--- src/rtl/aes_subkey_sequencer.sv ---
// aes_subkey_sequencer
// Requester side of the AES key-schedule subkey interface. Walks a one-hot
// subkey request forward (encrypt) or backward (decrypt), captures each
// subkey when the echoed index matches, and hands it to the round datapath
// over a valid/ready handshake tagged with round number and first/last flags.
module aes_subkey_sequencer #(
  parameter int unsigned TIMEOUT_CYCLES = 255
) (
  input  logic         clk,
  input  logic         rst,
  input  logic         start,
  input  logic         inv,
  input  logic [1:0]   aes_len,
  output logic [15:0]  subkey_req,
  input  logic [127:0] subkey_in,
  input  logic [15:0]  subkey_idx_in,
  output logic [127:0] rk,
  output logic         rk_valid,
  input  logic         rk_ready,
  output logic [3:0]   round,
  output logic         first_round,
  output logic         last_round,
  output logic         busy,
  output logic         done,
  output logic         err
);

  typedef enum logic [2:0] {
    S_IDLE,
    S_REQ,
    S_OUT,
    S_FIN,
    S_ERR
  } state_t;

  // Last counter value that still counts as "waiting"; reaching it without a
  // match ends the wait after exactly TIMEOUT_CYCLES request cycles.
  localparam logic [7:0] TO_LAST = 8'(TIMEOUT_CYCLES - 1);

  state_t      state;
  state_t      state_nxt;

  logic [3:0]  idx;
  logic [3:0]  nr_q;
  logic        inv_q;
  logic [7:0]  tcnt;

  logic [3:0]  nr_sel;
  logic        len_ok;
  logic [15:0] req_vec;
  logic        hit;
  logic        timeout;
  logic [3:0]  first_idx;
  logic [3:0]  last_idx;

  // Decode the requested key length into the final round number.
  always_comb begin
    nr_sel = 4'd0;
    len_ok = 1'b1;
    case (aes_len)
      2'b01:   nr_sel = 4'd10;
      2'b10:   nr_sel = 4'd12;
      2'b11:   nr_sel = 4'd14;
      default: len_ok = 1'b0;
    endcase
  end

  // Request vector, match detection and sequence endpoints.
  always_comb begin
    req_vec   = 16'h0001 << idx;
    hit       = (state == S_REQ) && (subkey_idx_in == req_vec);
    timeout   = (state == S_REQ) && !hit && (tcnt == TO_LAST);
    first_idx = inv_q ? nr_q : 4'd0;
    last_idx  = inv_q ? 4'd0 : nr_q;
  end

  // State register.
  always_ff @(posedge clk or negedge rst) begin
    if (!rst) begin
      state <= S_IDLE;
    end else begin
      state <= state_nxt;
    end
  end

  // Next-state and handshake/status outputs.
  always_comb begin
    state_nxt  = state;
    subkey_req = '0;
    rk_valid   = 1'b0;
    busy       = 1'b0;
    done       = 1'b0;
    case (state)
      S_IDLE: begin
        if (start) begin
          state_nxt = len_ok ? S_REQ : S_ERR;
        end
      end
      S_REQ: begin
        busy       = 1'b1;
        subkey_req = req_vec;
        if (hit) begin
          state_nxt = S_OUT;
        end else if (timeout) begin
          state_nxt = S_ERR;
        end
      end
      S_OUT: begin
        busy     = 1'b1;
        rk_valid = 1'b1;
        if (rk_ready) begin
          state_nxt = last_round ? S_FIN : S_REQ;
        end
      end
      S_FIN: begin
        done      = 1'b1;
        state_nxt = S_IDLE;
      end
      S_ERR: begin
        done      = 1'b1;
        state_nxt = S_IDLE;
      end
      default: begin
        state_nxt = S_IDLE;
      end
    endcase
  end

  // Sequence context, subkey capture, index stepping and wait counter.
  always_ff @(posedge clk or negedge rst) begin
    if (!rst) begin
      idx         <= '0;
      nr_q        <= '0;
      inv_q       <= 1'b0;
      tcnt        <= '0;
      rk          <= '0;
      round       <= '0;
      first_round <= 1'b0;
      last_round  <= 1'b0;
    end else begin
      case (state)
        S_IDLE: begin
          if (start && len_ok) begin
            inv_q <= inv;
            nr_q  <= nr_sel;
            idx   <= inv ? nr_sel : 4'd0;
            tcnt  <= '0;
          end
        end
        S_REQ: begin
          if (hit) begin
            rk          <= subkey_in;
            round       <= idx;
            first_round <= (idx == first_idx);
            last_round  <= (idx == last_idx);
          end else if (!timeout) begin
            tcnt <= tcnt + 8'd1;
          end
        end
        S_OUT: begin
          if (rk_ready && !last_round) begin
            idx  <= inv_q ? (idx - 4'd1) : (idx + 4'd1);
            tcnt <= '0;
          end
        end
        default: begin
        end
      endcase
    end
  end

  // Sticky error: set on any entry to ERR, cleared only by an accepted start.
  always_ff @(posedge clk or negedge rst) begin
    if (!rst) begin
      err <= 1'b0;
    end else if (state == S_IDLE && start && len_ok) begin
      err <= 1'b0;
    end else if (state_nxt == S_ERR) begin
      err <= 1'b1;
    end
  end

endmodule

--- config.mk ---
export PLATFORM = sky130hd
export DESIGN_NAME = aes_subkey_sequencer
export DESIGN_NICKNAME = d
export VERILOG_FILES = /design/src/rtl/aes_subkey_sequencer.sv
export SDC_FILE = /design/constraint.sdc
export NUM_CORES = 1
export LEC_CHECK = 0
export BUFFER_PORTS_ARGS = -buffer_cell sky130_fd_sc_hd__buf_4
export CORE_ASPECT_RATIO = 0.7
export CORE_UTILIZATION = 53
export CTS_BUF_LIST = sky130_fd_sc_hd__clkbuf_8
export CTS_CLUSTER_DIAMETER = 80
export DETAILED_ROUTE_END_ITERATION = 8
export HOLD_SLACK_MARGIN = 0.12
export PLACE_DENSITY = 0.95
export SYNTH_ARGS = -nofsm -noshare
export SYNTH_HDL_FRONTEND = slang
export SYNTH_SLANG_ARGS = --single-unit
--- constraint.sdc ---
create_clock -name clk -period 5 [get_ports clk]
set_input_delay 0.5 -clock clk [delete_from_list [all_inputs] [get_ports clk]]
set_output_delay 0.5 -clock clk [all_outputs]
set_load 0.01 [all_outputs]
==> results.md <==
* Post-DRT Antenna Nets at 0
* Asr flop ratio synth at 100%
* Leak Pwr at 0.00514 uW
* Worst r2r dst: rk[116]$_DFFE_PN0P_
* Final GP Congestion at 0.879
* CTS clk-pin slew, worst paths at 0.09 ns
* Setup Skew at 0.0126 ns
* Sequential-to-total area share from yosys stat at 55.7%
* Synthesized cell area at 0.00692 mm^2
* Largest net degree at the start of global routing at 108
* Placed instance count at 973
* Cells along the critical path: nand2b_1 -> a311oi_1 -> a21oi_1 -> or4_4 -> nor3_4 -> buf_4 -> mux2_2
* Post-synth EDFFs at 0
* Inserted Diodes at 0
* Top Ports at 305
* Final hold vios at 0
* Area contributors post-synth: dfrtp_1, mux2_2, mux2_4
* Crit start category: flip-flop
* Setup WS post-layout at 1.63 ns
* Core area at 0.0126 mm^2
* Post-CTS Resized at 0
* Post-synthesis area per instance at 13.0 um^2
* Ys flop type: dfrtp_1
* Reg-to-Reg Start: idx[0]$_DFFE_PN0P_
* Inserted Clock Buffers at 17
* RSZ-0062 raised after global routing: false
* 1st-pass router iterations at 9
* Initial antenna violation count at 0
* Setup Fix Bufs, Post-CTS at 0
* Relative slew slack at 18.0%
* Highest clock rate at 0.297 GHz
* Total Die Area at 0.0135 mm^2
* Final Critical Period at 3.37 ns
* Psw at 890 uW
* R2R setup slack at 1.63 ns
* Die height at 97.6 um
* Max VDD drop at 223 uV
* PwrDens at 313 mW/mm^2
* Initial DRC Count at 264
* Chip width at 139 um
* Sequential fraction of design power at 47.2%
* Max_cap viols at 0
* Period Utilization, post-route at 67.5%
* R2R depth at 7
* Worst EP required at 5.30 ns
* Status: complete, but fails checks
* Switching share of power at 29.5%
* Area grow syn2layout at 39.5%
* First-pass GRT wire length at 28200 um
* Fin. max-slew vios at 0
* Yosys reg bits at 154
* Pre-CTS setup slack at 1.71 ns
* Vias in the first global route at 5378
* Nets at 986
* Critical path class: flip-flop to flip-flop
* Crit-path max cell delay at 0.85 ns
* Post-route insts no fill at 1004
* CP Max Fanout at 48
* Mapped Nets at 689
* P_int at 2130 uW
* TNS Setup at 0 ns
* Clock sink count at 154
* Synth cell types at 57
* CTS tree: built
* CTS Buffer Depth at 2
* Failing checks: DRC
* Wire per inst at 17.7 um
* Worst-Skew Late Latency at 0.42 ns
* Via density per instance at 5.30
* Synth area leader: dfrtp_1
* Yosys warns at 0
* Share of cells above drive strength 1 at 55.8%
* GR Util All Layers at 26.9%
* PortBufs at 304
* Post-Syn Instances at 533
* CTS H-Tree Depth at 4
* Fill count at 790
* Clock group share of total power at 33.2%
* Type of the tightest min-delay check: input port to async pin
* DP Wirelength at 13300 um
* Via count at 5326
* Combinational share of power at 19.6%
* Final-report setup violation count at 0
* Worst-margin pin slew at 1.22 ns
* Rows at 34
* Post-CTS Hold Buffers at 0
* Top cell type's share of synthesized area at 55.7%
* Initial core utilization at 55.0%
* DR DRC count at 17
* Arrival time at the worst endpoint at 3.67 ns
* Final WL at 17700 um
* Crit. End Element: flip-flop
* Crit path max-delay cell type: dfrtp_1
* Grt total ovfl at 0
* Root buf cell: clkbuf_8
## critical path: cells and delay by family (launching register included)
kind / cells / cell delay, ns
muxes: 1 / 0.42
DFF: 1 / 0.85
buffers and inverters: 1 / 0.54
and+or+nand+nor: 3 / 1.02
AOI/OAI and AO/OA: 2 / 0.39
## layer usage
metal,share of wire (%),vias up,GRT usage (%),routed length (um)
met3,7.8,28,8.38,1390
met2,50,221,45.6,8930
met4,1.9,0,7.95,338
li1,-,2485,-,-
met1,40,2592,33.2,7080
met5,0,-,0,0
## worst max path at each step
stage / start / to / slack, ns / depth (start not counted)
after floorplan: idx[0]$_DFFE_PN0P_ / rk[44]$_DFFE_PN0P_ / 2.34 / 10
after global placement: idx[0]$_DFFE_PN0P_ / rk[117]$_DFFE_PN0P_ / 1.76 / 7
after detailed placement: idx[0]$_DFFE_PN0P_ / rk[97]$_DFFE_PN0P_ / 1.71 / 7
after CTS: idx[0]$_DFFE_PN0P_ / rk[116]$_DFFE_PN0P_ / 1.67 / 7
after global routing: idx[0]$_DFFE_PN0P_ / rk[103]$_DFFE_PN0P_ / 1.42 / 7
final: idx[0]$_DFFE_PN0P_ / rk[116]$_DFFE_PN0P_ / 1.63 / 7
## metrics by stage
| stage | hold WS (ns) | util (%) | area, um^2 | total power (uW) |
|---|---|---|---|---|
| floorplan | 0.204 | - | 6920 | 1780 |
| global placement | 0.468 | 73.3 | 9230 | 2010 |
| detailed placement | 0.476 | 73.3 | 9230 | 2040 |
| CTS | 0.209 | 76.7 | 9660 | 3050 |
| global route | 0.225 | 76.7 | 9660 | 3190 |
| finish | 0.164 | 76.7 | 9660 | 3020 |
## cell type report
| class | count | area [um^2] | area share (%) |
|---|---|---|---|
| multi-input combinational | 338 | 2810 | 29.1 |
| inverter | 12 | 45.0 | 0.466 |
| timing repair buffer | 307 | 2320 | 24.0 |
| clock buffer | 17 | 234 | 2.42 |
| clock inverter | 14 | 194 | 2.01 |
| sequential | 154 | 3850 | 39.9 |
| tap | 162 | 203 | 2.10 |
## logic make-up (layout without fill, tap and decap cells)
logic type / Yosys count / after routing / share of synthesized area, %
and+or+nand+nor: 133 / 133 / 9.85
AOI/OAI and AO/OA: 61 / 61 / 5.55
buffers and inverters: 41 / 350 / 3.89
muxes: 135 / 135 / 23.5
adders and majority gates: 5 / 5 / 1.01
xor gates and xnor gates: 4 / 4 / 0.506
DFF: 154 / 154 / 55.7
## power by group through the flow
stage	clock, uW	combinational [uW]	sequential, uW
after CTS	1030	594	1420
after global routing	1090	661	1440
after global placement	0	569	1440
final	1000	593	1420
after floorplan	0	418	1360
after detailed placement	0	589	1450
## synth_stat cells (all sizes together), types with 3 or more instances
library cell,count
buf,22
nor3b,5
or4,3
xnor2,3
a21oi,15
inv,12
o21ai,17
o22ai,5
nand4,6
ha,4
nor4,3
mux2,133
clkbuf,7
nor2,31
and3b,3
dfrtp,154
nor3,10
nand2,37
nand3,6
or2,3
nand2b,10
nor2b,7
a211oi,4
## layout by cell type, fill, tap and decap left out, drive strengths merged, types with 2 or more instances in the layout
cell type  count
mux2i          2
ha             4
xnor2          3
buf          307
and3b          3
a311oi         2
clkinv         4
nor2          31
o21ai         17
dfrtp        154
nor3          10
nor4           3
o22ai          5
a21oi         15
nor3b          5
nor2b          7
a31oi          2
clkbuf        17
nand2         37
a211o          2
a211oi         4
or3            2
and3           2
o211ai         2
mux2         133
nand3          6
or2            3
nand4          6
nand2b        10
a21o           2
inv           17
bufinv         4
or4            3
## registers in the layout, indices dropped and copies added, names as in the netlist
signal and flops:
state 3, idx 4, round 4, first_round 1, tcnt 8, nr_q 3
rk 128, inv_q 1, err 1, last_round 1
Note: power is estimated with default switching activity, not from simulation.
